<file path="src/rtl/clk_step_ctrl.sv">
// clk_step_ctrl: CPU clock-enable generator with divided free-run and debounced single-step.
module clk_step_ctrl #(
    parameter int DEBOUNCE_CYCLES = 100000,
    parameter int DIV_WIDTH       = 21,
    parameter int CNT_WIDTH       = 16
) (
    input  logic                 clk,
    input  logic                 rst,
    input  logic                 btn_step,
    input  logic                 mode_run,
    input  logic [4:0]           div_sel,
    input  logic                 halt,
    output logic                 cpu_ce,
    output logic                 running,
    output logic                 halted,
    output logic [CNT_WIDTH-1:0] step_count
);
    localparam int DBW = $clog2(DEBOUNCE_CYCLES);

    typedef enum logic [1:0] {ST_STEP, ST_RUN, ST_HALTED} state_t;

    state_t               state_q, state_d;
    logic [1:0]           btn_sync_q, run_sync_q;
    logic [DBW-1:0]       db_cnt_q, db_cnt_d;
    logic                 btn_db_q, btn_db_d, btn_dd_q;
    logic [DIV_WIDTH-1:0] div_q, div_d, tc;
    logic [4:0]           sel_q, ds;
    logic                 ce_q, ce_d;
    logic [CNT_WIDTH-1:0] step_count_q;
    logic                 btn_s, run_s, step_req, sel_chg, tick, db_hit;

    always_comb begin
        btn_s    = btn_sync_q[1];
        run_s    = run_sync_q[1];
        step_req = btn_db_q & ~btn_dd_q;
        db_hit   = db_cnt_q == DBW'(DEBOUNCE_CYCLES - 1);
        db_cnt_d = (btn_s == btn_db_q || db_hit) ? '0 : db_cnt_q + DBW'(1);
        btn_db_d = (btn_s != btn_db_q && db_hit) ? btn_s : btn_db_q;
        ds       = (div_sel > 5'(DIV_WIDTH - 1)) ? 5'(DIV_WIDTH - 1) : div_sel;
        tc       = (DIV_WIDTH'(1) << ds) - DIV_WIDTH'(1);
        // a rate change restarts the divider, so no tick is taken from the stale count
        sel_chg  = div_sel != sel_q;
        tick     = state_q == ST_RUN && !sel_chg && div_q == tc;
        div_d    = (state_q != ST_RUN || sel_chg || div_q == tc) ? '0 : div_q + DIV_WIDTH'(1);
        ce_d     = (state_q == ST_STEP && step_req) || (tick && !halt);
        state_d  = state_q;
        case (state_q)
            ST_STEP:   state_d = run_s ? ST_RUN : ST_STEP;
            ST_RUN:    state_d = !run_s ? ST_STEP : halt ? ST_HALTED : ST_RUN;
            ST_HALTED: state_d = !run_s ? ST_STEP : ST_HALTED;
            default:   state_d = ST_STEP;
        endcase
    end

    always_ff @(posedge clk or negedge rst) begin
        if (!rst) begin
            state_q      <= ST_STEP;
            btn_sync_q   <= '0;
            run_sync_q   <= '0;
            db_cnt_q     <= '0;
            btn_db_q     <= 1'b0;
            btn_dd_q     <= 1'b0;
            div_q        <= '0;
            sel_q        <= '0;
            ce_q         <= 1'b0;
            step_count_q <= '0;
        end else begin
            state_q      <= state_d;
            btn_sync_q   <= {btn_sync_q[0], btn_step};
            run_sync_q   <= {run_sync_q[0], mode_run};
            db_cnt_q     <= db_cnt_d;
            btn_db_q     <= btn_db_d;
            btn_dd_q     <= btn_db_q;
            div_q        <= div_d;
            sel_q        <= div_sel;
            ce_q         <= ce_d;
            step_count_q <= step_count_q + CNT_WIDTH'(ce_q);
        end
    end

    assign cpu_ce     = ce_q;
    assign running    = state_q == ST_RUN;
    assign halted     = state_q == ST_HALTED;
    assign step_count = step_count_q;
endmodule

</file>
<file path="config.mk">
export PLATFORM = sky130hd
export DESIGN_NAME = clk_step_ctrl
export DESIGN_NICKNAME = d
export VERILOG_FILES = /design/src/rtl/clk_step_ctrl.sv
export SDC_FILE = /design/constraint.sdc
export NUM_CORES = 1
export LEC_CHECK = 0
export CORE_UTILIZATION = 45
export CTS_BUF_LIST = sky130_fd_sc_hd__clkbuf_16
export CTS_CLUSTER_DIAMETER = 150
export CTS_CLUSTER_SIZE = 25
export DETAILED_ROUTE_END_ITERATION = 8
export PLACE_DENSITY = 0.74
export SLEW_MARGIN = 20
export SYNTH_ARGS = -nofsm -noshare
export SYNTH_HDL_FRONTEND = slang
export SYNTH_SLANG_ARGS = --single-unit
export TNS_END_PERCENT = 5
</file>
<file path="constraint.sdc">
create_clock -name clk -period 4.01 [get_ports clk]
set_input_delay 0.802 -clock clk [delete_from_list [all_inputs] [get_ports clk]]
set_output_delay 0.802 -clock clk [all_outputs]
set_load 0.005 [all_outputs]
</file>
; Word level (Yosys, flattened, before mapping)
; Cells that the tools add are included.
[op_classes]
div_mod_pow = 0
n_addsub = 4
n_reduce_logical = 12
bitwise_logic = 2
n_lt_le_gt_ge = 1
shifts = 1
eq_ne = 8
multipliers = 0
n_mux = 8
[ops]
columns = op, count
row1 = $add 21x1->21 const B, 1
row2 = $eq 21x21->1, 1
row3 = $mux 21, 1
row4 = $shl 1x5->21 const A, 1
row5 = $sub 21x2->21 const B, 1
row6 = $add 17x1->17 const B, 1
row7 = $eq 17x17->1 const B, 1
row8 = $mux 17, 1
row9 = $add 16x1->16, 1
row10 = $mux 2, 3
row11 = $pmux 2 s3, 1
row12 = $gt 5x5->1 const B, 1
row13 = $logic_and 1x1->1, 5
row14 = $mux 5, 1
row15 = $ne 5x5->1, 1
row16 = $logic_or 1x1->1, 4
row17 = $eq 2x1->1 const B, 1
row18 = $eq 2x2->1 const B, 1
row19 = $logic_not 1->1, 2
row20 = $logic_not 2->1, 1
row21 = $ne 2x1->1 const B, 1
row22 = $and 1x1->1, 1
row23 = $eq 1x1->1, 1
row24 = $mux 1, 1
row25 = 2 further kinds, 2
[word_totals]
mem_bits_ro = 0
latch_bits = 0
memories = 0
inputBits = 10
output_inout_bits = 19
ff_bits = 68
ram_bits = 0

; Depth between registers and ports, before layout
; Gate-level depths: netlist of run 1.
[logic_depth]
depth_word = 8
ltp_mapped = 15
depth_no_buf = 10

; Least setup slack after synthesis of run 1
; Ideal clock, no wire load.
[synth_timing]
kind = input port to flip-flop
start = input div_sel[2]
end = register div_q[18]
stages = 14
arrival_time_ns = 3.204
path_slack_ns = 0.687
required_ns = 3.891
path_cell_list = buf_2 > buf_2 > nor3_1 > nand2_1 > ha_1 > clkbuf_1 > nor2b_1 > o211ai_1 > a21oi_1 > a2111oi_2 > nand4_1 > o21ai_2 > buf_6 > nor2_2
[synth_between]
elab_chain_cells = 7
elab_cells_between_ends = 9
cone_classes = add/sub: 1 / order compare: 1 / eq/ne: 2 / shift: 1 / mux: 2 / reduce/logical: 2
[synth_lines]
columns = element, line_no
row1 = "start, declared", 11  ; input logic [4:0] div_sel,
row2 = $gt 5x5->1, 39  ; ds = (div_sel > 5'(DIV_WIDTH - 1)) ? 5'(DIV_WIDTH - 1) : div_sel;
row3 = $mux 5, 39
row4 = $shl 1x5->21, 40  ; tc = (DIV_WIDTH'(1) << ds) - DIV_WIDTH'(1);
row5 = $sub 21x2->21, 40
row6 = $eq 21x21->1, 44  ; div_d = (state_q != ST_RUN || sel_chg || div_q == tc) ? '0 : div_q + DIV_WIDTH'(1);
row7 = $logic_or 1x1->1 *, 44
row8 = $mux 21 *, 44
row9 = via div_d[18], 26  ; logic [DIV_WIDTH-1:0] div_q, div_d, tc;
row10 = "end signal, assigned", 74  ; div_q <= div_d;
row11 = "end, declared", 26
; The timed path passes the listed nets; every way through them passes the cells marked *.
; A chain may end at the register's enable or synchronous reset.

; Worst setup path after layout of run 1
[layout_timing]
start = input div_sel[4]
end = register div_q[8]
; Same word-level chain as after synthesis.

==> impl_metrics.py, run 1 <==
metrics = {
    "logic_synthesis": {
        "synth.area.top_cells": "dfrtp_1 45%, xor2_1 7.9%, xnor2_1 6.5%, nand3_1 4.1%, nor2_1 4.0%",
        "post-synth-top-area-cell": "dfrtp_1",
        "ys_top_cells_by_count": "68 x dfrtp_1, 40 x nor2_1, 34 x xor2_1, 31 x nand3_1, 28 x xnor2_1",
        "synth_flop_cell": "dfrtp_1",
        "synth-edff-count": 0,
        "synth.most_common_cell": "dfrtp_1",
        "yosys_warnings": 0,
        "synth_seq_cells": 68,
        "synth_area_um2": 3770,
        "seq_area_frac_synth_pct": 45.1,
        "synthArstFlopShare_pct": 100,
        "synth_area_per_cell_um2": 9.67,
        "ys_types": 57,
        "yosys.area.top_type_share_pct": 45.1,
        "syn_inst": 390,
        "postSynthNetCount": 405,
    },
    "layout": {
        "nFillCells": 698,
        "fin_nets": 433,
        "fin_util_pct": 54.8,
        "area.growth.synth_to_final_pct": 18.8,
        "n_antenna_cell": 0,
        "final_cells": 528,
        "drive_gt1_share_pct": 12.5,
    },
    "global_route": {
        "grt_use_total_pct": 19.8,
        "grt_pass1_vias": 2881,
        "antenna_found_initial": 0,
        "grt_max_degree": 42,
        "overflow": 0,
        "grt_first_pass_wirelength_mm": 13.4,
    },
    "timing": {
        "max_freq_mhz": 289,
        "period_needed_ps": 3460,
        "worst_slew_pin_slew_ps": 905,
        "hold_violations": 0,
        "fin_skew_ps": 4.40,
        "slew_viol_final": 0,
        "finalSetupTns_ps": 0,
        "slew_headroom_pct": 39.7,
        "finalSetupViolCount": 0,
        "finalCritPeriodShare_pct": 86.2,
        "rsz0062_at_grt": "false",
    },
    "worst_setup_path": {
        "cp_data_required_time_ps": 4230,
        "criticalPathCategory": "input port to flip-flop",
        "reg2reg_slack_ps": 1800,
        "critPathArrivalTime_ps": 3680,
        "worstReg2RegStart": "div_q[14]",
        "worstRegToRegCells": 8,
        "timing.rr.end": "div_q[8]",
        "worstPathMaxFanout": 21,
        "end_kind": "flip-flop",
        "startpoint_type": "input port",
    },
    "die": {
        "fp-row-count": 33,
        "initial_core_util_pct": 46.1,
        "core_um2": 8180,
        "die_area_um2": 8750,
        "die_y_um": 93.6,
        "dieWidth_um": 93.6,
        "ios": 29,
    },
    "placement": {
        "portBuffers": 28,
        "gp_congestion": 0.926,
        "place_inst": 512,
        "place_hpwl_mm": 5.42,
    },
    "outcome": {
        "status": "finished clean",
    },
    "min_path": {
        "min_path_type": "flip-flop to flip-flop",
        "whs_endpoint": "run_sync_q[1]",
        "hp-start": "run_sync_q[0]",
        "hold_path_depth": 0,
    },
    "clocking": {
        "clk_latency_ps": 330,
        "cts_tree": "yes",
        "hold_buffers": 0,
        "clk_pin_slew_ps": 60,
        "cts_buffer_depth": 2,
        "h-tree-depth": 3,
        "cts_resized": 0,
        "postCtsSetupRepairBufs": 0,
        "cts_num_sinks": 68,
        "cts_buffers": 9,
        "cts_root_buf": "clkbuf_16",
    },
    "job": {
        "cap_violations": 0,
    },
    "power": {
        "max-vdd-ir-drop_mv": 0.205,
        "power_density_nw_per_um2": 370,
        "leakagePower_uw": 0.00186,
    },
    "detailed_routing": {
        "routedWlPerCell_um": 14.7,
        "drt_first_pass_iters": 4,
        "avgViaCountPerCell": 5.58,
        "finalWirelength_mm": 7.78,
        "drc": 0,
        "vias": 2947,
        "drtAntennaViolNets": 0,
        "drtIter0Drc": 208,
    },
}
-- final cells by class --
type	instances	area (um2)	area share, %
Sequential cell	68	1700	38.0
Inverter	10	37.5	0.838
Tap cell	105	131	2.93
Clock buffer	9	225	5.03
Clock inverter	7	98.8	2.21
Multi-Input combinational cell	292	1930	43.1
Timing Repair Buffer	37	355	7.93
-- per-stage QoR --
| stage | power, uW | cell area [um2] | setup WS, ps | hold WS (ps) |
|---|---|---|---|---|
| 3_3_place_gp | 815 | 4150 | 356 | 343 |
| 4_1_cts | 1670 | 4480 | 633 | 349 |
| 2_1_floorplan | 773 | 3770 | 687 | 331 |
| 5_1_grt | 1720 | 4480 | 384 | 358 |
| 6_report | 1660 | 4480 | 554 | 347 |
| 3_5_place_dp | 818 | 4150 | 294 | 336 |
-- metal layers --
layer	global-route usage, %	part of all wire (%)	vias to the layer above	wire, um
li1	-	-	1408	-
met1	25.3	45	1415	3520
met2	31.7	46	101	3610
met3	3.98	5.7	23	443
met4	10.5	2.6	0	204
met5	0	0	-	0
-- sequential cells by signal (all words and copies together), names as in the netlist --
register and cells:
btn_db_q 1, btn_dd_q 1, btn_sync_q 2, cpu_ce 1, db_cnt_q 17, div_q 21, run_sync_q 2, sel_q 5
state_q 2, step_count 16
-- placed cells by master (no fill, tap or decap), types with 7 or more instances in the layout --
cell             synthesis  final
nor2b_1                  7      7
dfrtp_1                 68     68
and3_1                  10     10
nand2_1                 21     21
o21ai_0                  8      8
nand4_1                  7      7
nand3_1                 31     31
clkdlybuf4s50_1          0     27
xnor2_1                 28     28
inv_1                   10     10
clkbuf_16                0      9
nor2_1                  40     40
buf_4                    0      8
xor2_1                  34     34
nor2_2                  20     20
-- power by group --
| part | switching [uW] | internal, uW |
|---|---|---|
| logic | 63.6 | 40.9 |
| registers | 6.20 | 695 |
| clock network | 303 | 548 |
| total | 373 | 1280 |
-- worst max-delay path: stages --
cell and delay (ps):
clkdlybuf4s50_1 740, inv_1 170, nand3_1 120, ha_1 330
buf_4 230, nand2b_1 90, a21boi_0 120, o21ai_0 260
xnor2_1 180, nand3_1 140, o21ai_2 210, buf_12 210
nor2_2 60
-- logic make-up (layout without fill, tap and decap cells) --
group                    count (synthesis)  after routing  share of synthesized area, %
AO/OA/AOI/OAI                           46             46                          8.69
adder cells (fa/ha/maj)                  5              5                          1.66
XOR/XNOR                                63             63                          15.0
buffers and inverters                   30             63                          3.78
flip-flops                              68             68                          45.1
multiplexers                             2              2                         0.564
AND/OR/NAND/NOR                        176            176                          25.2
-- worst max path at each step --
stage                    start        end  slack [ps]  cells past startpoint
floorplan           div_sel[2]  div_q[18]         690                     14
global placement    div_sel[1]  div_q[20]         360                     12
detailed placement  div_sel[4]  div_q[20]         290                     13
CTS                 div_sel[4]  div_q[20]         630                     13
global route        div_sel[4]  div_q[20]         380                     13
finish              div_sel[4]   div_q[8]         550                     13
(Power assumes the default switching activity.)
==> inputs of run 2 (changes only) <==
--- a/config.mk
+++ b/config.mk
@@ -6,4 +6,5 @@
 export NUM_CORES = 1
 export LEC_CHECK = 0
+export CORE_ASPECT_RATIO = 0.75
 export CORE_UTILIZATION = 45
 export CTS_BUF_LIST = sky130_fd_sc_hd__clkbuf_16
==> constraint.sdc (replaced) <==
create_clock -name clk -period 4.01 [get_ports clk]
set_input_delay 1.0025 -clock clk [delete_from_list [all_inputs] [get_ports clk]]
set_output_delay 1.0025 -clock clk [all_outputs]
set_load 0.005 [all_outputs]
==> run 2 against run 1 <==
Compared with the run above: maximum frequency is 1.7% lower; final area down 0.14%; total power shrank 2.8%; critical path type unchanged; clock power is 5.4% lower; clock skew about the same; combinational power about the same; sequential cell count unchanged; largest power group unchanged; sequential power is essentially flat; hold slack about the same.
==> impl_metrics.py, run 2 (synthesis gave the netlist of run 1 again) <==
metrics = {
    "outcome": {
        "status": "finished clean",
    },
    "placement": {
        "place_ws_ps": 179,
        "gp_congestion": 0.942,
        "place_hpwl_mm": 5.42,
        "portBuffers": 28,
    },
    "layout": {
        "final_cell_mix": "68 x dfrtp_1, 40 x nor2_1, 34 x xor2_1",
        "multi_input_area_um2": 1930,
        "largest_register": "div_q",
        "fin_util_pct": 55.8,
        "area.growth.synth_to_final_pct": 18.6,
        "drive_gt1_share_pct": 12.7,
        "fin_nets": 434,
        "largest_reg_flops": 21,
        "final_common_cell": "dfrtp_1",
        "nFillCells": 702,
        "n_antenna_cell": 0,
        "seqCellArea_um2": 1700,
    },
    "worst_setup_path": {
        "slowest_delay_ps": 420,
        "timing.rr.end": "div_q[20]",
        "crit_start": "div_sel[1]",
        "worstPathMaxFanout": 21,
        "cpMaxStageDelayCell": "clkdlybuf4s50_1",
        "reg2reg_slack_ps": 1760,
        "cp_data_required_time_ps": 4230,
        "crit_end": "div_q[20]",
        "worstRegToRegCells": 8,
        "startpoint_type": "input port",
        "worst-path-buf-inv": 2,
        "path_delay_family": "simple AND/OR/NAND/NOR gates",
        "critPathArrivalTime_ps": 3740,
        "cp.depth": 11,
        "criticalPathCategory": "input port to flip-flop",
        "path_cells": "clkdlybuf4s50_1, nor3_1, nand2_1, ha_1, a21boi_2, xnor3_1, a2111oi_2, nand4_1, o21ai_2, buf_12, nor2_1",
        "end_kind": "flip-flop",
        "worstReg2RegStart": "div_q[7]",
    },
    "global_route": {
        "grt_use_total_pct": 20.0,
        "antenna_found_initial": 0,
        "overflow": 0,
        "grt_max_degree": 49,
        "grt_first_pass_wirelength_mm": 13.2,
        "grt_pass1_vias": 2758,
    },
    "die": {
        "die_y_um": 81.3,
        "die_area_um2": 8760,
        "initial_core_util_pct": 47.0,
        "core_um2": 8020,
        "fp-row-count": 28,
        "ios": 29,
        "dieWidth_um": 108,
    },
    "clocking": {
        "cts_buffer_depth": 2,
        "h-tree-depth": 3,
        "cts_num_sinks": 68,
        "hold_buffers": 0,
        "cts_root_buf": "clkbuf_16",
        "clk_pin_slew_ps": 50,
        "cts_resized": 0,
        "cts_buffers": 9,
        "clk_latency_ps": 340,
        "postCtsSetupRepairBufs": 0,
        "cts_tree": "yes",
    },
    "power": {
        "p_int_uw": 1230,
        "p_seq_share_pct": 43.5,
        "leakagePower_uw": 0.00186,
        "power_density_nw_per_um2": 360,
        "p_clk_share_pct": 50.0,
        "combPwrFrac_pct": 6.5,
        "switching_share_pct": 23.8,
        "max-vdd-ir-drop_mv": 0.302,
        "p_total_uw": 1610,
        "netSwitchingPower_uw": 383,
    },
    "timing": {
        "max_freq_mhz": 285,
        "finalSetupViolCount": 0,
        "fin_skew_ps": 4.48,
        "setup_ws_ps": 496,
        "finalCritPeriodShare_pct": 87.6,
        "finalSetupTns_ps": 0,
        "hold_violations": 0,
        "slew_headroom_pct": 56.4,
        "worst_slew_pin_slew_ps": 654,
        "period_needed_ps": 3510,
        "slew_viol_final": 0,
        "rsz0062_at_grt": "false",
    },
    "job": {
        "cap_violations": 0,
    },
    "detailed_routing": {
        "drc": 0,
        "routedWlPerCell_um": 14.7,
        "drtAntennaViolNets": 0,
        "avgViaCountPerCell": 5.47,
        "vias": 2892,
        "drtIter0Drc": 206,
        "drt_first_pass_iters": 5,
        "finalWirelength_mm": 7.80,
    },
    "min_path": {
        "min_path_type": "flip-flop to flip-flop",
    },
}
==> run 2: through the flow <==
stage | instances | area [um2] | hold slack (ps)
floorplan | 390 | 3770 | 331
global placement | 513 | 4160 | 335
detailed placement | 513 | 4160 | 335
CTS | 529 | 4470 | 347
global route | 529 | 4480 | 356
finish | 529 | 4480 | 347
==> run 2: routing by layer <==
layer	up-vias	wire length [um]	global-route usage, %
met5	-	0	0
met4	0	123	7.95
met3	14	399	6.02
met2	64	3500	29.9
met1	1408	3780	27.1
li1	1406	-	-
==> run 2: worst min-delay path by stage <==
stage / from / to / cells after the start
floorplan: btn_sync_q[0] / btn_sync_q[1] / 0
global placement: btn_sync_q[0] / btn_sync_q[1] / 0
detailed placement: btn_sync_q[0] / btn_sync_q[1] / 0
CTS: btn_sync_q[0] / btn_sync_q[1] / 0
global route: run_sync_q[0] / run_sync_q[1] / 0
finish: btn_sync_q[0] / btn_sync_q[1] / 0
==> run 2: worst register-to-register path, stage by stage (launching register included) <==
cell	delay (ps)
dfrtp_1	460
or4_1	520
a22oi_1	170
a31oi_1	90
nor4_1	240
nand4_1	180
o21ai_2	200
buf_12	210
nor2_1	70
==> run 2: final cells by class <==
| cell class | count | area share (%) |
|---|---|---|
| Tap cell | 105 | 2.94 |
| Clock buffer | 9 | 5.03 |
| Clock inverter | 7 | 1.85 |
| Multi-Input combinational cell | 292 | 43.2 |
| Inverter | 10 | 0.839 |
| Timing Repair Buffer | 38 | 8.16 |
| Sequential cell | 68 | 38.0 |
==> run 2: power by group through the flow <==
stage | Sequential [uW] | Clock (uW) | Combinational, uW
3_3_place_gp | 713 | 0 | 103
6_report | 701 | 805 | 105
5_1_grt | 701 | 857 | 117
3_5_place_dp | 713 | 0 | 105
2_1_floorplan | 712 | 0 | 61.1
4_1_cts | 701 | 830 | 106
